## src/rtl/add_mw_ctrl.sv

```systemverilog
// add_mw_ctrl: sequences a multi-word add/subtract, LS word first, through an external N-bit adder.
// Define ADD_MW_CTRL_OVF_EN to add the registered signed-overflow output ovf.
module add_mw_ctrl #(
   parameter int unsigned N     = 8,
   parameter int unsigned WORDS = 4
) (
   input  logic         clk,
   input  logic         rst_n,
   input  logic         start,
   input  logic         sub,
   input  logic         in_valid,
   output logic         in_ready,
   input  logic [N-1:0] x_in,
   input  logic [N-1:0] y_in,
   output logic [N-1:0] add_x,
   output logic [N-1:0] add_y,
   output logic         add_ci,
   input  logic [N-1:0] add_r,
   input  logic         add_co,
   output logic         out_valid,
   input  logic         out_ready,
   output logic [N-1:0] r_out,
   output logic         r_last,
   output logic         busy,
   output logic         done,
   output logic         co_final
`ifdef ADD_MW_CTRL_OVF_EN
   ,
   output logic         ovf
`endif
);

   localparam int unsigned CW = (WORDS > 1) ? $clog2(WORDS) : 1;
   localparam logic [CW-1:0] LastIdx = CW'(WORDS - 1);

   typedef enum logic [1:0] {StIdle, StRun, StDrain} state_e;

   state_e        state_q, state_d;
   logic [CW-1:0] cnt_q, cnt_d;
   logic          carry_q, carry_d;
   logic          op_q, op_d;
   logic          out_valid_q, out_valid_d;
   logic [N-1:0]  r_out_q, r_out_d;
   logic          r_last_q, r_last_d;
   logic          co_final_q, co_final_d;
   logic          accept, drain, last_word, start_ok;

   // Subtraction is x + ~y + 1: invert y here, the +1 comes from the preloaded carry.
   assign add_x  = x_in;
   assign add_y  = y_in ^ {N{op_q}};
   assign add_ci = carry_q;

   assign in_ready  = (state_q == StRun) && (!out_valid_q || out_ready);
   assign accept    = in_valid && in_ready;
   assign drain     = out_valid_q && out_ready;
   assign last_word = (cnt_q == LastIdx);
   assign start_ok  = (state_q == StIdle) && start;

   assign done      = (state_q == StDrain) && drain && r_last_q;
   assign busy      = (state_q != StIdle);
   assign out_valid = out_valid_q;
   assign r_out     = r_out_q;
   assign r_last    = r_last_q;
   assign co_final  = co_final_q;

   always_comb begin
      state_d     = state_q;
      cnt_d       = cnt_q;
      carry_d     = carry_q;
      op_d        = op_q;
      out_valid_d = out_valid_q;
      r_out_d     = r_out_q;
      r_last_d    = r_last_q;
      co_final_d  = co_final_q;

      unique case (state_q)
         StIdle: begin
            if (start) begin
               state_d    = StRun;
               cnt_d      = '0;
               carry_d    = sub;
               op_d       = sub;
               co_final_d = 1'b0;
            end
         end
         StRun: begin
            if (accept) begin
               if (last_word) begin
                  cnt_d   = '0;
                  state_d = StDrain;
               end else begin
                  cnt_d = cnt_q + CW'(1);
               end
            end
         end
         StDrain: begin
            if (done) begin
               state_d    = StIdle;
               co_final_d = carry_q;
            end
         end
         default: state_d = StIdle;
      endcase

      // A new word reloads the output register even if the old one drains this cycle.
      if (accept) begin
         r_out_d     = add_r;
         carry_d     = add_co;
         out_valid_d = 1'b1;
         r_last_d    = last_word;
      end else if (drain) begin
         out_valid_d = 1'b0;
         r_last_d    = 1'b0;
      end
   end

   always_ff @(posedge clk or negedge rst_n) begin
      if (!rst_n) begin
         state_q     <= StIdle;
         cnt_q       <= '0;
         carry_q     <= 1'b0;
         op_q        <= 1'b0;
         out_valid_q <= 1'b0;
         r_out_q     <= '0;
         r_last_q    <= 1'b0;
         co_final_q  <= 1'b0;
      end else begin
         state_q     <= state_d;
         cnt_q       <= cnt_d;
         carry_q     <= carry_d;
         op_q        <= op_d;
         out_valid_q <= out_valid_d;
         r_out_q     <= r_out_d;
         r_last_q    <= r_last_d;
         co_final_q  <= co_final_d;
      end
   end

`ifdef ADD_MW_CTRL_OVF_EN
   // Overflow of the latest word is kept until the final word drains.
   logic ovf_word_q, ovf_q;

   always_ff @(posedge clk or negedge rst_n) begin
      if (!rst_n) begin
         ovf_word_q <= 1'b0;
         ovf_q      <= 1'b0;
      end else begin
         if (accept) begin
            ovf_word_q <= (add_r[N-1] ^ add_x[N-1] ^ add_y[N-1]) ^ add_co;
         end
         if (start_ok) begin
            ovf_q <= 1'b0;
         end else if (done) begin
            ovf_q <= ovf_word_q;
         end
      end
   end

   assign ovf = ovf_q;
`endif

endmodule

```

## config.mk

```make
export PLATFORM = sky130hd
export DESIGN_NAME = add_mw_ctrl
export DESIGN_NICKNAME = d
export VERILOG_FILES = /design/src/rtl/add_mw_ctrl.sv
export SDC_FILE = /design/constraint.sdc
export NUM_CORES = 1
export LEC_CHECK = 0
export CAP_MARGIN = 20
export CORE_MARGIN = 4
export CORE_UTILIZATION = 26
export CTS_BUF_LIST = sky130_fd_sc_hd__clkbuf_8
export CTS_CLUSTER_SIZE = 14
export DETAILED_ROUTE_END_ITERATION = 8
export GPL_TIMING_DRIVEN = 0
export PLACE_DENSITY = 0.74
export SYNTH_ARGS = -nofsm -noshare
export SYNTH_HDL_FRONTEND = slang
export SYNTH_SLANG_ARGS = --single-unit
export TNS_END_PERCENT = 5
```

## constraint.sdc

```tcl
create_clock -name clk -period 1.6 [get_ports clk]
set_input_delay 0.16 -clock clk [delete_from_list [all_inputs] [get_ports clk]]
set_output_delay 0.16 -clock clk [all_outputs]
set_load 0.05 [all_outputs]
```

* Word level (Yosys, flattened, before mapping)
Cells that the tools add are included.
Storage, ports and cells: register bits after elaboration 17, output and inout port bits 31, word-level logic and storage cells 54
Operators by class: add/sub/neg operators 1, equality and inequality tests 7, multiplexer cells 18, bitwise gates (word level) 1, reduce and logical (&&, ||, !) cells 19
Operator list (count):
- two-way mux 2 bit | 7
- nonzero test 2 bit | 6
- two-way mux 1 bit | 8
- inequality test 2 bit (second input constant) | 4
- XOR 8 bit | 1
- one-hot mux 2 bit (3 select lines) | 1
- AND reduction 3 bit | 2
- logical AND 1 bit | 5
- == test 2 bit (second input constant) | 2
- one-hot mux 2 bit (2 select lines) | 1
- AND reduction 2 bit | 2
- AND reduction 4 bit | 1
- adder 2 x 1 -> 2 bit (second input constant) | 1
- == test 2 x 1 -> 1 bit (second input constant) | 1
- logical NOT 2 bit | 1
- one-hot mux 1 bit (2 select lines) | 1
- logical NOT 1 bit | 1
- logical OR 1 bit | 1

* Depth between registers and ports, before layout
depth after elaboration 6, gate-level depth with buffers 5, depth with buffers taken out 4

* Worst setup path after synthesis
No wires, ideal clock.
kind register -> output, start point register out_valid_q (netlist: out_valid), end point output port done, arrival time 1549 ps, data required time 1440 ps, setup slack -109 ps, cell stages (with the launch flop) 3, path buffers 0, path through dfrtp_1 -> nand3_1 -> nor2_1
Between the ends: cells in the longest elaborated chain, start to end 3
Ends and longest elaborated chain:
- start: declaration | RTL line 42 | logic out_valid_q, out_valid_d;
- start signal: assignment | RTL line 132 | out_valid_q <= out_valid_d;
- logical AND 1 bit | RTL line 55 | assign drain = out_valid_q && out_ready;
- logical AND 1 bit (2 in a row) | RTL line 59 | assign done = (state_q == StDrain) && drain && r_last_q;
- end: declaration | RTL line 25 | output logic done,
No other way between the ends.

* Final worst setup path
start point register r_out_q[7] (netlist: r_out[7]), end point output port r_out[7]
RTL lines:
- start: declaration | RTL line 43 | logic [N-1:0] r_out_q, r_out_d;
- start signal: assignment | RTL line 133 | r_out_q <= r_out_d;
- end: declaration | RTL line 22 | output logic [N-1:0] r_out,
No word-level cell between the ends.

==> impl_metrics.py <==
metrics = {
    "outcome": {
        "outcome": "completed",
    },
    "floorplan": {
        "die_y_um": 67.6,
        "start_util_pct": 27.2,
        "die_x_um": 67.6,
        "io-pin-count": 62,
        "die_area_um2": 4570,
        "rows": 21,
        "coreArea_um2": 3390,
    },
    "timing": {
        "tightestPinTransition_ns": 0.803,
        "slew_viol_final": 0,
        "maxSlewHeadroom_pct": 46.3,
        "final_hold_viol_count": 0,
        "fin_crit_ns": 1.56,
        "setup_viol": 0,
        "setup_slack_ns": 0.0427,
        "fmax_mhz": 642,
        "fin_crit_sh_pct": 97.3,
        "rsz0062_at_grt": "yes",
        "worst_clock_skew_ns": 0.00129,
    },
    "setup_path": {
        "path_cells": "clkdlybuf4s50_1",
        "slowest_delay_ns": 0.80,
        "arrival_ns": 1.40,
        "crit_family": "buffers and inverters",
        "path_buf_inv": 1,
        "reg2reg_slack_ns": 0.08,
        "r2r_end": "r_out[1]$_DFFE_PN0P_",
        "cp_slowest_cell": "clkdlybuf4s50_1",
        "crit_path_end_kind": "primary output",
        "reg2regPathDepth": 4,
        "cp-start-kind": "flop",
        "path_max_fanout": 2,
        "critPathKind": "flop to primary output",
        "worst_ep_required_time_ns": 1.44,
        "r2r-start": "state_q[1]$_DFFE_PN0P_",
    },
    "global_route": {
        "overflow": 0,
        "antenna_found_initial": 0,
        "grt_usage_pct": 10.6,
        "grt_pass1_vias": 825,
        "grt_max_degree": 18,
        "grt_pass1_wl_um": 3690,
    },
    "route": {
        "route.final.wire_length_um": 2540,
        "drtPass1Iterations": 3,
        "post_drt_wl_per_cell_um": 13.5,
        "drc_errors": 0,
        "vias": 818,
        "first_iter_violations": 4,
        "drtAntennaViolNets": 0,
        "vias_per_cell": 4.35,
    },
    "placement": {
        "io_buffers": 53,
        "hpwl_um": 2070,
        "pre_cts_ws_ns": -0.443,
        "place.gp.congestion": 0.806,
    },
    "synthesis": {
        "syn_area_um2": 923,
        "yosys.area.top_type": "dfrtp_1",
        "ys_top_cells_by_area": "dfrtp_1 46%, mux2_2 9.8%, xor2_1 7.6%",
        "syn-instance-count": 85,
        "yosys.cell_types.count": 29,
        "seq_area_frac_synth_pct": 46.1,
        "synth_warnings": 0,
        "synth_nets": 117,
        "synth_seq_cells": 17,
        "syn_area_per_cell_um2": 10.9,
        "yosysTopAreaCellShare_pct": 46.1,
    },
    "power": {
        "finalPower_mw": 3.30,
        "ir_drop_mv": 1.39,
        "power_leakage_nw": 0.759,
        "power_density_nw_per_um2": 2150,
    },
    "layout": {
        "layout.nets": 175,
        "area_growth_pct": 66.8,
        "diodes": 0,
        "ff_latch_area_um2": 425,
        "multi_input_area_um2": 417,
        "fill_cells": 327,
        "final_layout_size_suffix_gt1_share_pct": 27.5,
    },
    "clocking": {
        "cts_root_buf": "clkbuf_8",
        "clk_path_buf_depth": 2,
        "cts_sinks": 17,
        "path_clk_slew_ns": 0.07,
        "cts_tree": "built",
        "cts_made_buffers": 3,
        "cts_max_level": 1,
        "clk_latency_ns": 0.25,
        "post_cts_buffers": 0,
        "postCtsHoldBufs": 0,
    },
    "job": {
        "cap_violations": 0,
    },
    "min_path": {
        "hp-class": "primary input to asynchronous set/reset pin",
    },
}
power breakdown:
| part | leakage (nW) | total, mW | internal [mW] | switching, mW |
|---|---|---|---|---|
| logic | 0.528 | 2.25 | 0.733 | 1.52 |
| registers | 0.205 | 0.734 | 0.620 | 0.114 |
| clock network | 0.0255 | 0.322 | 0.173 | 0.149 |
| total | 0.759 | 3.30 | 1.53 | 1.78 |
routing by layer:
metal	share of wire [%]	track usage [%]
met1	36	11.6
met2	54	19.2
met3	8.8	3.66
met4	0.55	3.04
met5	0	0
how the worst max path moves through the flow:
stage	slack [ns]	depth (start not counted)	to	startpoint
final	0.04	1	r_out[7]	r_out[7]$_DFFE_PN0P_
after global placement	-0.44	5	in_ready	out_ready
after global routing	-0.003	4	add_ci$_DFFE_PN0P_	state_q[0]$_DFFE_PN0P_
after detailed placement	-0.44	5	in_ready	out_ready
after CTS	-0.04	3	busy	state_q[0]$_DFFE_PN0P_
after floorplan	-0.04	5	add_ci$_DFFE_PN0P_	out_valid$_DFFE_PN0P_
sequential cells by signal, summed over array words and instances (netlist names):
signal     count
r_out          8
out_valid      1
add_ci         1
co_final       1
state_q        2
cnt_q          2
op_q           1
r_last         1
through the flow:
step / instances / TNS, ns / instance area (um^2) / hold WS (ns) / utilization, %
2_1_floorplan: 85 / -0.179 / 926 / -0.136 / -
3_3_place_gp: 184 / -3.05 / 1510 / 0.469 / 44.7
3_5_place_dp: 184 / -3.51 / 1510 / 0.484 / 44.7
4_1_cts: 188 / -0.0449 / 1560 / 0.398 / 46.0
5_1_grt: 188 / -0.00339 / 1540 / 0.426 / 45.4
6_report: 188 / 0 / 1540 / 0.373 / 45.4
area by class of cell:
type / instances / area share [%]
plain buffers: 12 / 5.61
clock inverters: 1 / 0.325
multi-input cells: 55 / 27.1
repair buffers: 53 / 32.7
clock buffers: 3 / 2.68
well taps: 46 / 3.74
flip-flops and latches: 17 / 27.6
inverters: 1 / 0.244
synth_stat cells (all sizes together):
| cell | number |
|---|---|
| o221ai | 1 |
| o311ai | 1 |
| dfrtp | 17 |
| and3 | 1 |
| nand2 | 7 |
| a211oi | 1 |
| nor2 | 3 |
| nand3 | 4 |
| and2b | 1 |
| a221o | 1 |
| or2 | 1 |
| inv | 1 |
| nand4 | 2 |
| mux2 | 9 |
| o21ai | 2 |
| nor3b | 2 |
| o211ai | 1 |
| nand2b | 4 |
| buf | 11 |
| xor2 | 8 |
| clkbuf | 1 |
| and2 | 2 |
| a311oi | 1 |
| ha | 1 |
| nor2b | 1 |
| nand3b | 1 |
cell families after synthesis:
logic type               share of synthesized area, %
adder cells (fa/ha/maj)                          1.35
buffers and inverters                            9.62
XOR/XNOR                                         7.59
AO/OA/AOI/OAI                                    6.64
flip-flops                                       46.1
AND/OR/NAND/NOR                                  17.8
multiplexers                                     11.0
timing repair:
item	CTS	global route
resized for setup	39	29
hold endpoints to repair	0	0
setup endpoints to repair	13	28
layout by cell type (no fill, tap or decap), types with 3 or more instances in the layout:
master | netlist | layout
buf_2 | 2 | 11
buf_4 | 8 | 8
clkbuf_8 | 0 | 3
clkdlybuf4s50_1 | 0 | 31
dfrtp_1 | 17 | 17
dlymetal6s2s_1 | 0 | 9
mux2_2 | 8 | 8
nand2_1 | 7 | 7
nand2b_1 | 4 | 4
nand3_1 | 4 | 4
xor2_1 | 8 | 8
Note: power is estimated with default switching activity, not from simulation.
